**config.mk**
```make
export PLATFORM = sky130hd
export DESIGN_NAME = scytale_decryption
export DESIGN_NICKNAME = d
export VERILOG_FILES = /design/src/rtl/scytale_decryption.sv
export SDC_FILE = /design/constraint.sdc
export NUM_CORES = 1
export LEC_CHECK = 0
export CORE_UTILIZATION = 62
export CTS_CLUSTER_SIZE = 16
export DETAILED_ROUTE_END_ITERATION = 10
export PLACE_DENSITY = 0.79
export SYNTH_ARGS = -nofsm -noshare
export SYNTH_HDL_FRONTEND = slang
export SYNTH_SLANG_ARGS = --single-unit
```
**constraint.sdc**
```tcl
create_clock -name clk -period 3.75 [get_ports clk]
set_input_delay 0.375 -clock clk [delete_from_list [all_inputs] [get_ports clk]]
set_output_delay 0.375 -clock clk [all_outputs]
set_load 0.01 [all_outputs]
```
**src/rtl/scytale_decryption.sv**
```systemverilog
// Scytale lane decryptor: buffers ciphertext until the start token, then
// replays the buffer as a stride-permuted read while holding busy high.
module scytale_decryption #(
   parameter int                   D_WIDTH                = 8,
   parameter int                   KEY_WIDTH              = 8,
   parameter int                   MAX_NOF_CHARS          = 50,
   parameter logic [D_WIDTH-1:0]   START_DECRYPTION_TOKEN = 8'hFA
) (
   input  logic                 clk,
   input  logic                 rst_n,
   input  logic [D_WIDTH-1:0]   data_i,
   input  logic                 valid_i,
   input  logic [KEY_WIDTH-1:0] key_N,
   output logic [D_WIDTH-1:0]   data_o,
   output logic                 valid_o,
   output logic                 busy
);

   localparam int CW = $clog2(MAX_NOF_CHARS + 1);

   localparam logic [0:0] COLLECT = 1'b0;
   localparam logic [0:0] DECRYPT = 1'b1;

   logic [0:0]         state;
   logic [D_WIDTH-1:0] char_buf [MAX_NOF_CHARS];
   logic [CW-1:0]      cnt;
   logic [CW-1:0]      len;
   logic [CW-1:0]      out_cnt;
   logic [CW-1:0]      idx;
   logic [CW-1:0]      stride;
   logic [CW:0]        next_idx;
   logic               is_token;
   logic               buf_full;
   logic               key_degenerate;

   assign is_token       = (data_i == START_DECRYPTION_TOKEN);
   assign buf_full       = (cnt == CW'(MAX_NOF_CHARS));
   assign next_idx       = {1'b0, idx} + {1'b0, stride};
   // A zero key or one not shorter than the message cannot form columns,
   // so it collapses to a straight pass-through read.
   assign key_degenerate = (key_N == '0) || (int'(key_N) >= int'(cnt));

   always_ff @(posedge clk) begin
      if (state == COLLECT && valid_i && !is_token && !buf_full) begin
         char_buf[cnt] <= data_i;
      end
   end

   always_ff @(posedge clk or negedge rst_n) begin
      if (!rst_n) begin
         state   <= COLLECT;
         cnt     <= '0;
         len     <= '0;
         out_cnt <= '0;
         idx     <= '0;
         stride  <= '0;
         data_o  <= '0;
         valid_o <= 1'b0;
         busy    <= 1'b0;
      end else if (state == COLLECT) begin
         valid_o <= 1'b0;
         data_o  <= '0;
         if (valid_i) begin
            if (is_token) begin
               stride  <= key_degenerate ? CW'(1) : CW'(key_N);
               len     <= cnt;
               idx     <= '0;
               out_cnt <= '0;
               busy    <= 1'b1;
               state   <= DECRYPT;
            end else if (!buf_full) begin
               cnt <= cnt + CW'(1);
            end
         end
      end else begin
         // Wrapping past the end moves to the start of the next column.
         if (out_cnt < len) begin
            data_o  <= char_buf[idx];
            valid_o <= 1'b1;
            out_cnt <= out_cnt + CW'(1);
            if (next_idx >= {1'b0, len}) begin
               idx <= CW'(next_idx - {1'b0, len} + (CW+1)'(1));
            end else begin
               idx <= CW'(next_idx);
            end
         end else begin
            data_o  <= '0;
            valid_o <= 1'b0;
            busy    <= 1'b0;
            cnt     <= '0;
            state   <= COLLECT;
         end
      end
   end

endmodule

```
# After elaboration in Yosys (flattened, before gate mapping)
# Memories as Yosys holds them, arrays and structs flattened.
# Cells that the tools add are included.
[totals]
mem_bits_rw = 400
in_bits = 19
elab_cells = 64
reg_bits = 41
out_inout_bits = 10
memories = 1
[mem_list]
columns = ["memory", "depth", "width", "read_ports", "rd_ports_with_merged_regs", "write_ports", "line", "text"]
rows = [
  ["char_buf", 50, 8, 1, 0, 1, "25", "logic [D_WIDTH-1:0] char_buf [MAX_NOF_CHARS];"],
]
[classes]
n_bitwise = 1
add_sub_neg = 5
magnitude_cmp = 3
reduce_logical = 13
eq_ne = 6
muxes = 26
[ops]
columns = ["cell", "n"]
rows = [
  ["6-bit 2-to-1 mux", 13],
  ["6-bit by 1-bit adder with 6-bit output (second input constant)", 3],
  ["8-bit 2-to-1 mux", 2],
  ["1-bit 2-to-1 mux", 11],
  ["3-bit AND reduction", 3],
  ["8-bit == test (second input constant)", 1],
  ["8-bit by 6-bit greater-or-equal comparator with 1-bit output", 1],
  ["8-bit logical NOT", 1],
  ["6-bit by 6-bit adder with 7-bit output", 1],
  ["7-bit by 6-bit greater-or-equal comparator with 1-bit output", 1],
  ["6-bit == test (second input constant)", 1],
  ["6-bit less-than comparator", 1],
  ["2-bit inequality test (second input constant)", 3],
  ["6-bit subtractor", 1],
  ["4-bit AND reduction", 1],
  ["2-bit nonzero test", 2],
  ["1-bit logical AND", 3],
  ["1-bit logical NOT", 2],
  ["2-bit by 1-bit inequality test with 1-bit output (second input constant)", 1],
  ["1-bit logical OR", 1],
  ["1-bit NOT", 1],
]

# Depth between registers and ports, before layout
[logic_depth]
depth_word = 6
ltp_mapped = 13
mapped_depth_nobuf = 13

# Least setup slack after synthesis
# OpenSTA, ideal clock, no wires.
[synth_timing]
path_kind = "register to register"
start = "register idx[0]"
end = "register idx[0]"
required_ps = 3614
path_stages_with_launch = 12
path_buffers = 0
period_less_slack_ps = 2838
setup_time_ps = 136
slack_ps = 912
t_arrival_ps = 2703
cell_sequence = "dfrtp_1 ha_1 fa_1 a21o_1 a21oi_1 xnor2_1 fa_1 a211oi_1 o21ai_0 a21oi_2 mux2i_1 o21ai_0"
[synth_via]
elab_chain_len = 6
word_cells_on_any_way = 7
classes_between = "add/sub (3); order compare (1); mux (3)"
[synth_lines]
columns = ["item", "line", "text"]
rows = [
  ["start: declaration", "29", "logic [CW-1:0] idx;"],
  ["start signal: assignment", "82", "idx <= CW'(next_idx - {1'b0, len} + (CW+1)'(1));"],
  ["start signal: assignment", "84", "idx <= CW'(next_idx);"],
  ["6-bit by 6-bit adder with 7-bit output *", "38", "assign next_idx = {1'b0, idx} + {1'b0, stride};"],
  ["6-bit subtractor", "82", ""],
  ["6-bit by 1-bit adder with 6-bit output", "82", ""],
  ["6-bit 2-to-1 mux *", "81", "if (next_idx >= {1'b0, len}) begin"],
  ["6-bit 2-to-1 mux *", "77", "if (out_cnt < len) begin"],
  ["6-bit 2-to-1 mux *", "60", "end else if (state == COLLECT) begin"],
]
# Every way passes the cells marked *; elsewhere a longest branch is shown, timed or not. The select of a mux whose other input is x is not followed.
# A chain may end at the register's enable or synchronous reset.

# Final worst setup path
# Ends and elaborated chain as after synthesis.

==> run metrics <==
cts repair resizes 0; Synth warnings 0; Worst R2R Setup Slack 470 ps; Setup CP Type reg2reg; CTS Root Buffer Type clkbuf_16; Synth Instances 995; post-DR vias/cell 6.572; share of cells above drive strength 1 17.78%; number of synthesized register bits 441; core box area 28780 um^2; DR iter-0 viols 1331; site row count 62; status finished with violations; Hold WC Path Type in2async; DR vias 9622; register area share after synthesis 71.70%; M1 WL 16030 um; first-pass GRT wire length 59650 um; # fillers 1721; Num CTS Buffers 44; hold_ws -16.50 ps; max_cap viols 0; Area growth syn-to-layout 11.16%; CTS tree built; routed wl met3 3515 um; Post-DP HPWL 23340 um; RSZ-0062 raised after global routing false; Max-Slew Margin vs Limit 34.97%; startpoint types register; clock skew 9.702 ps; Die ar. 30020 um^2; routability cong. 0.8927; first-pass detailed-route iteration total 6; starting density of the core 63.18%; f_max 304.8 MHz; number of global-route vias before repair 9740; antenna violations before repair 0; R2R depth 11; Setup TNS 0 ps; worst vdd ir 0.4289 mV; largest net degree at the start of global routing 98; met2 WL post-DR 18530 um; Synth Cell Area 18180 um^2; IO Pins 29; WL/cell 26.85 um; arrival time worst endpoint 3690 ps; Post-synth EDFFs 400; fin nets 1099; number of setup buffers added after CTS 0; Critical Path Fanout Max 9; Data required, critical path 4160 ps; Tcrit/Tclk final 87.49%; GRT Util Overall 27.04%; pwr dens 563.7 nW/um^2; Max Transition Viols Final 0; Placed Cells 1383; Hold Buf Count CTS 0; Final min period 3281 ps; Primary FF master, synth edfxtp_1; synthesized net count 1049; uppermost routed layer met4; chip height 173.3 um; routed wire length 39310 um; P_leak 0.007098 uW; Crit. End Element register; H-tree Lvls 2; Clock transition at path regs 70 ps; clk_lat worst skew 530 ps; violated checks hold timing; Clock Path Buffers 3; DRC viols 0; fraction of registers with async set/reset 9.297%; Mapped Avg Cell Area 18.27 um^2; Inserted Diodes 0; GRT overflow 0; final hold viol count 11; count of final setup violators 0; # clock sinks 441; I/O Buffers 28; Die X 173.3 um; Layout Cells excl Fill 1464; antenna viol nets, final 0; worst slew pin tran 975.4 ps; synth unique cells 60
==> through the flow <==
stage	power, uW	util [%]	setup WS, ps	hold WS (ps)	instance area, um^2
2_1_floorplan	6621	-	911.7	79.41	18180
3_3_place_gp	7042	65.25	529.1	461.8	18780
3_5_place_dp	7078	65.25	478.8	473.2	18780
4_1_cts	11410	70.23	477.9	6.891	20210
6_report	11390	70.23	469.3	-16.50	20210
5_1_grt	11730	70.23	194.0	48.64	20210
==> critical path: stages, from the launching register on <==
cell      delay (ps)
dfrtp_4          490
ha_1             250
fa_1             410
a21o_1           180
a21oi_1          230
xnor2_1          160
fa_1             380
a211oi_1         190
o21ai_0          140
a21oi_2          400
mux2i_1          240
o21ai_0           80
==> layout make-up <==
class                           instances  area (um^2)  area share [%]
Sequential cell                       441        13050           64.55
Multi-Input combinational cell        487         4776           23.63
Clock buffer                           56         1177           5.825
Tap cell                              384        480.5           2.377
Timing Repair Buffer                   46        382.9           1.894
Clock inverter                         25        255.2           1.263
Inverter                               25        93.84          0.4643
==> synthesized netlist by cell type, types with 6 or more instances <==
| cell | n | share of area [%] |
|---|---|---|
| edfxtp_1 | 400 | 66 |
| mux4_2 | 81 | 10 |
| nor2_1 | 62 | 1.3 |
| nand3_1 | 52 | 1.4 |
| mux2i_1 | 51 | 2.8 |
| dfrtp_1 | 41 | 5.6 |
| nand2_1 | 34 | 0.70 |
| ha_1 | 32 | 2.2 |
| inv_1 | 24 | 0.50 |
| o21ai_0 | 24 | 0.66 |
| a21oi_1 | 16 | 0.44 |
| buf_4 | 12 | 0.50 |
| clkbuf_1 | 11 | 0.23 |
| a22o_1 | 10 | 0.48 |
| mux2_2 | 10 | 0.62 |
| nor3_1 | 10 | 0.28 |
| buf_2 | 9 | 0.25 |
| a211oi_1 | 8 | 0.33 |
| a21o_1 | 8 | 0.33 |
| a22oi_1 | 8 | 0.33 |
| nor2b_1 | 8 | 0.28 |
| buf_6 | 6 | 0.37 |
| o22ai_1 | 6 | 0.21 |
| xnor2_1 | 6 | 0.29 |
==> routing by layer <==
layer	GRT usage, %	vias to the layer above
li1	-	4100
met1	39.59	4910
met2	42.17	527
met3	4.452	85
met4	9.292	0
met5	0	-
==> worst paths after layout <==
path                                     from                  to
max                        idx[0]$_DFFE_PN0P_  idx[0]$_DFFE_PN0P_
min                                     rst_n  idx[2]$_DFFE_PN0P_
max reg2reg                idx[0]$_DFFE_PN0P_  idx[0]$_DFFE_PN0P_
min reg2reg                len[3]$_DFFE_PN0P_  len[3]$_DFFE_PN0P_
max in group asynchronous               rst_n  idx[0]$_DFFE_PN0P_
min in group clk                    data_i[0]    busy$_DFFE_PN0P_
==> power breakdown <==
part	switching, uW	total (uW)	internal [uW]
sequential	111	5690	5580
clock	1820	4390	2570
combinational	850	1320	468
total	2780	11400	8620
==> kinds of logic (layout without fill, tap and decap cells) <==
kind of cell	Yosys count	after routing	share of synthesized area, %
flip-flops	441	441	71.70
multiplexers	147	147	14.18
buffers and inverters	67	152	2.030
XOR/XNOR	10	10	0.4817
AO/OA/AOI/OAI	104	104	4.095
adder cells (fa/ha/maj)	35	35	2.532
AND/OR/NAND/NOR	191	191	4.975
==> state kept, by name, indices dropped and copies added (netlist names) <==
signal    flops
busy          1
len           6
cnt           6
data_o        8
valid_o       1
out_cnt       6
stride        6
state         1
idx           6
char_buf    400
==> cells in the final DEF (no fill, tap or decap), types with 6 or more instances in the layout <==
cell type        count
edfxtp_1           400
mux4_2              81
nor2_1              62
nand3_1             52
mux2i_1             51
clkbuf_16           45
dfrtp_1             38
nand2_1             34
ha_1                32
o21ai_0             24
inv_1               24
clkdlybuf4s50_1     19
buf_4               17
a21oi_1             16
mux2_2              10
clkinv_1            10
nor3_1              10
a22o_1              10
clkbuf_1            10
buf_2                9
nor2b_1              8
a22oi_1              8
a211oi_1             8
a21o_1               8
o22ai_1              6
xnor2_1              6
clkinv_2             6
(Power assumes the default switching activity.)
